File: src/rtl/ahb_pkg.sv
// Shared AHB types for the interconnect: transfer type, response code and
// data-phase owner encoding used by both the muxes and the arbiter.
package ahb_pkg;

  typedef enum logic [1:0] {
    HT_IDLE   = 2'd0,
    HT_BUSY   = 2'd1,
    HT_NONSEQ = 2'd2,
    HT_SEQ    = 2'd3
  } htrans_t;

  typedef enum logic [1:0] {
    HR_OKAY  = 2'd0,
    HR_ERROR = 2'd1,
    HR_RETRY = 2'd2,
    HR_SPLIT = 2'd3
  } hresp_t;

  typedef enum logic [1:0] {
    DSEL_S1  = 2'd0,
    DSEL_S2  = 2'd1,
    DSEL_DEF = 2'd2
  } dsel_t;

  typedef enum logic [1:0] {
    DS_IDLE = 2'd0,
    DS_ERR1 = 2'd1,
    DS_ERR2 = 2'd2
  } ds_state_t;

  // NONSEQ and SEQ carry data; IDLE and BUSY never do.
  function automatic logic is_active(input htrans_t t);
    return (t == HT_NONSEQ) || (t == HT_SEQ);
  endfunction

endpackage

File: src/rtl/ahb_default_slave.sv
// Default slave for unmapped space: answers an accepted NONSEQ/SEQ with the
// two-cycle ERROR response, everything else with a zero-wait OKAY.
module ahb_default_slave
  import ahb_pkg::*;
(
  input  logic    HCLK,
  input  logic    HRESET,
  input  logic    hready,
  input  logic    def_sel,
  input  htrans_t htrans,
  output logic    ds_hready,
  output hresp_t  ds_hresp
);

  ds_state_t st, st_nxt;
  logic      accept;

  // A new default-slave data phase starts only when the bus is ready.
  assign accept = hready & def_sel & is_active(htrans);

  always_ff @(posedge HCLK or posedge HRESET) begin
    if (HRESET) st <= DS_IDLE;
    else        st <= st_nxt;
  end

  always_comb begin
    st_nxt = st;
    case (st)
      DS_IDLE: if (accept) st_nxt = DS_ERR1;
      DS_ERR1: st_nxt = DS_ERR2;
      DS_ERR2: st_nxt = accept ? DS_ERR1 : DS_IDLE;
      default: st_nxt = DS_IDLE;
    endcase
  end

  always_comb begin
    ds_hready = 1'b1;
    ds_hresp  = HR_OKAY;
    case (st)
      DS_ERR1: begin ds_hready = 1'b0; ds_hresp = HR_ERROR; end
      DS_ERR2: begin ds_hready = 1'b1; ds_hresp = HR_ERROR; end
      default: begin ds_hready = 1'b1; ds_hresp = HR_OKAY;  end
    endcase
  end

endmodule

File: src/rtl/ahb_mux_s2m.sv
// Slave-to-master return path: address decode, data-phase owner register and
// the HRDATA/HREADY/HRESP return mux, with an embedded default slave.
module ahb_mux_s2m
  import ahb_pkg::*;
#(
  parameter int           AHB_ADDR_BITS = 32,
  parameter int           AHB_DATA_BITS = 32,
  parameter logic [31:0]  S1_BASE       = 32'h0000_0000,
  parameter logic [31:0]  S1_MASK       = 32'hFFFF_0000,
  parameter logic [31:0]  S2_BASE       = 32'h0001_0000,
  parameter logic [31:0]  S2_MASK       = 32'hFFFF_0000
) (
  input  logic                     HCLK,
  input  logic                     HRESET,
  input  logic [AHB_ADDR_BITS-1:0] HADDR,
  input  logic [1:0]               HTRANS,
  output logic                     HSEL_S1,
  output logic                     HSEL_S2,
  input  logic [AHB_DATA_BITS-1:0] HRDATA_S1,
  input  logic [AHB_DATA_BITS-1:0] HRDATA_S2,
  input  logic                     HREADY_S1,
  input  logic                     HREADY_S2,
  input  logic [1:0]               HRESP_S1,
  input  logic [1:0]               HRESP_S2,
  output logic [AHB_DATA_BITS-1:0] HRDATA,
  output logic                     HREADY,
  output logic [1:0]               HRESP
);

  localparam logic [AHB_ADDR_BITS-1:0] B1 = AHB_ADDR_BITS'(S1_BASE);
  localparam logic [AHB_ADDR_BITS-1:0] M1 = AHB_ADDR_BITS'(S1_MASK);
  localparam logic [AHB_ADDR_BITS-1:0] B2 = AHB_ADDR_BITS'(S2_BASE);
  localparam logic [AHB_ADDR_BITS-1:0] M2 = AHB_ADDR_BITS'(S2_MASK);

  dsel_t  dec, dsel;
  logic   bus_ready;
  logic   ds_hready;
  hresp_t ds_hresp;

  // S1 is tested first so it wins when regions overlap.
  always_comb begin
    dec = DSEL_DEF;
    if      ((HADDR & M1) == B1) dec = DSEL_S1;
    else if ((HADDR & M2) == B2) dec = DSEL_S2;
  end

  assign HSEL_S1 = (dec == DSEL_S1);
  assign HSEL_S2 = (dec == DSEL_S2);

  // Owner of the data phase; advances only when the previous phase completes.
  always_ff @(posedge HCLK or posedge HRESET) begin
    if (HRESET)         dsel <= DSEL_DEF;
    else if (bus_ready) dsel <= dec;
  end

  ahb_default_slave u_def (
    .HCLK      (HCLK),
    .HRESET    (HRESET),
    .hready    (bus_ready),
    .def_sel   (dec == DSEL_DEF),
    .htrans    (htrans_t'(HTRANS)),
    .ds_hready (ds_hready),
    .ds_hresp  (ds_hresp)
  );

  always_comb begin
    HRDATA    = '0;
    bus_ready = ds_hready;
    HRESP     = ds_hresp;
    case (dsel)
      DSEL_S1: begin HRDATA = HRDATA_S1; bus_ready = HREADY_S1; HRESP = HRESP_S1; end
      DSEL_S2: begin HRDATA = HRDATA_S2; bus_ready = HREADY_S2; HRESP = HRESP_S2; end
      default: begin HRDATA = '0;        bus_ready = ds_hready; HRESP = ds_hresp; end
    endcase
  end

  assign HREADY = bus_ready;

endmodule
File: config.mk
export PLATFORM = sky130hd
export DESIGN_NAME = ahb_mux_s2m
export DESIGN_NICKNAME = d
export VERILOG_FILES = /design/src/rtl/ahb_pkg.sv /design/src/rtl/ahb_default_slave.sv /design/src/rtl/ahb_mux_s2m.sv
export SDC_FILE = /design/constraint.sdc
export NUM_CORES = 1
export LEC_CHECK = 0
export CAP_MARGIN = 20
export CELL_PAD_IN_SITES_DETAIL_PLACEMENT = 0
export CELL_PAD_IN_SITES_GLOBAL_PLACEMENT = 2
export CORE_MARGIN = 1.5
export CORE_UTILIZATION = 10
export DETAILED_ROUTE_END_ITERATION = 10
export GPL_TIMING_DRIVEN = 0
export PLACE_DENSITY = 0.95
export SKIP_CTS_REPAIR_TIMING = 1
export SLEW_MARGIN = 15
export SYNTH_ARGS = -nofsm -noshare
export SYNTH_HDL_FRONTEND = slang
export SYNTH_HIERARCHICAL = 1
export SYNTH_SLANG_ARGS = --single-unit
File: constraint.sdc
create_clock -name HCLK -period 3.79 [get_ports HCLK]
set_input_delay 0.758 -clock HCLK [delete_from_list [all_inputs] [get_ports HCLK]]
set_output_delay 0.758 -clock HCLK [all_outputs]
set_load 0.005 [all_outputs]
==> metrics.yaml, run 1 <==
final_layout:
  fillerInstances: 984
  utilization_pct: 26.7
  syn_to_final_growth_pct: 161
  layout.nets: 359
  fin_cells: 355
  insertedDiodeCount: 0
  drive_gt1_share_pct: 4.86
route:
  vias_per_cell: 3.59
  vias: 1273
  drt_iter0_drc: 25
  drtAntennaViolNets: 0
  dr.pass1.iters: 4
  drt-wirelength-per-cell_um: 11.1
  drc: 0
  drt_wl_total_um: 3930
logic_synthesis:
  syn_nets: 229
  synth_edf_count: 0
  synth.distinct_cells: 25
  syn_inst: 118
  synthArstFlopShare_pct: 100
  ys_ff_latch: 4
  synth_flop_cell: "dfrtp_1"
  ys_seq_area_share_pct: 11.4
  yosysWarnings: 6
  synthTopCellsByCount: "36 x mux2i_1, 34 x nor2_1, 7 x inv_1, 5 x ha_1, 4 x clkbuf_1"
  mappedNetlistArea_sq_um: 890
  yosysMostFrequentCell: "mux2i_1"
  synthTopCellsByArea: "mux2i_1 41%, nor2_1 14%, dfrtp_1 8.4%, ha_1 7.0%, dfstp_2 3.0%"
  netlist.area_leader.share_pct: 40.5
  postSynthAreaPerCell_sq_um: 7.54
  synth_top_area_cell: "mux2i_1"
floorplan:
  initial_core_util_pct: 10.3
  fp.dieH_um: 97.3
  die_area_sq_um: 9470
  rows: 34
  ios: 143
  core_sq_um: 8680
  die_w_um: 97.3
global_routing:
  grt_pass1_vias: 1369
  antenna_found_initial: 0
  grt_overflow: 0
  grt_usage_pct: 8.14
  grt_start_max_net_pins: 11
  grt_pass1_wl_um: 6220
power:
  pwr-share-seq_pct: 16.6
  p_int_mw: 0.276
  p_switching_mw: 0.107
  p_clk_share_pct: 24.9
  p_total_mw: 0.383
  p_per_area_nw_per_um2: 165
  ir_drop_uv: 75.3
  pwr-share-comb_pct: 58.6
  p_leak_nw: 0.815
  switching_share_pct: 28.1
placement:
  dp_hpwl_um: 3370
  dp.cells: 351
  place_congestion: 0.698
  portBuffers: 125
worst_hold_path:
  hp-start: "u_def/st[0]"
  whs_path_depth: 2
  min_to: "u_def/st[0]"
  hold_path.class: "flop to flop"
critical_path:
  crit_fanout: 5
  crit_required_ns: 3.03
  crit_top_cell: "clkdlybuf4s50_1"
  critPathCaptureType: "output pin"
  critPathKind: "primary input to output pin"
  r2r-end: "u_def/st[1]"
  reg2reg_slack_ns: 2.05
  start_kind: "primary input"
  reg2reg_depth: 5
  worst-path-buf-inv: 2
  critPathTopFamily: "simple AND/OR/NAND/NOR gates"
  crit_path_cell_trace: "clkdlybuf4s50_1 > nor4_1 > nand4_1 > nor2_1 > clkdlybuf4s50_1"
  cp_slowest_cell: "nor4_1"
  cp_data_arrival_time_ns: 2.77
  cpPeakStageDelay_ns: 0.53
  r2r-start: "dsel[0]"
timing:
  tightest_slew_ns: 0.562
  hold_viol_final: 0
  period_needed_ns: 3.53
  relSlewSlack_pct: 62.2
  drv_slew: 0
  skew_ns: 0.00627
  max_freq_ghz: 0.284
  setup_tns_ns: 0
  rsz0062_at_grt: "no"
  min_period_over_period_pct: 93.0
  setup_viol: 0
cts:
  cts_tree: "done"
  clk_path_buf_depth: 2
  clk-insertion-delay-late_ns: 0.22
  h-tree-depth: 1
  cts_buffers: 3
  clkTransAtPathRegs_ns: 0.03
  numClockSinks: 4
  cts-root-buf: "clkbuf_8"
job:
  cap_violations: 0
outcome:
  status: "finished clean"
-- sequential cells by signal (all words and copies together), names as in the netlist --
signal	cells
dsel	2
u_def/st	2
-- cell usage in the layout (no fill, tap or decap), types with 2 or more instances in the layout --
cell type        instances
clkdlybuf4s50_1        125
mux2i_1                 36
nor2_1                  34
inv_1                    7
clkbuf_1                 5
ha_1                     5
nor4_1                   3
nand4_1                  3
buf_2                    3
nand2_1                  3
clkbuf_8                 3
dfrtp_1                  3
nor4b_1                  2
o21ai_0                  2
-- cell type report --
| class | count | area (sq um) | share of cell area [%] |
|---|---|---|---|
| Sequential cell | 4 | 101 | 4.37 |
| Buffer | 9 | 48.8 | 2.10 |
| Tap cell | 108 | 135 | 5.82 |
| Multi-Input combinational cell | 98 | 713 | 30.7 |
| Clock buffer | 4 | 45.0 | 1.94 |
| Inverter | 7 | 26.3 | 1.13 |
| Timing Repair Buffer | 125 | 1250 | 53.9 |
-- through the flow --
step,worst slack (ns),cell area [sq um],hold slack (ns)
finish,0.264,2320,0.616
global route,0.0872,2320,0.651
CTS,0.266,2320,0.619
detailed placement,0.270,2280,0.605
global placement,0.328,2280,0.586
floorplan,1.48,890,0.498
-- logic make-up (layout without fill, tap and decap cells) --
logic type,Yosys count,after routing,synth area share [%]
and+or+nand+nor,49,49,25.2
other,1,1,0.422
DFF,4,4,11.4
AOI/OAI and AO/OA,5,5,4.08
adders and majority gates,5,5,7.03
muxes,38,38,43.5
buffers and inverters,16,145,8.44
-- layer usage --
layer	track usage (%)	vias to the layer above	part of all wire, %	wire length (um)
met5	0	-	0	0
met4	2.31	0	1.0	40
met3	2.45	5	8.4	329
met2	15.2	57	52	2060
met1	8.86	547	38	1500
li1	-	664	-	-
-- worst max path at each step --
stage                    from       to  slack, ns  cells after the start
global placement    HADDR[21]  HSEL_S1       0.33                      5
CTS                 HADDR[21]  HSEL_S2       0.27                      5
finish              HADDR[21]  HSEL_S2       0.26                      5
detailed placement  HADDR[21]  HSEL_S2       0.27                      5
global route        HADDR[21]  HSEL_S1       0.09                      5
floorplan           HADDR[21]  HSEL_S1       1.48                      3
-- tightest hold or removal path, cell delays in order, from the launching register on --
cell and delay (ns):
dfrtp_1 0.41, nand2_1 0.08, mux2i_1 0.07
-- power groups by stage --
stage,Sequential [mW],Clock (mW),Combinational (mW)
final,0.0634,0.0953,0.224
after global routing,0.0645,0.104,0.249
after CTS,0.0639,0.0981,0.227
after detailed placement,0.0640,0,0.225
after global placement,0.0636,0,0.220
after floorplan,0.0617,0,0.0887
Power figures use the tool's default switching activity.
==> run 2: changes to the inputs <==
CAP_MARGIN = default   (was 20)
==> results of run 2 <==
Same layout as run 1: the final DEF is identical, and so are final timing and power.
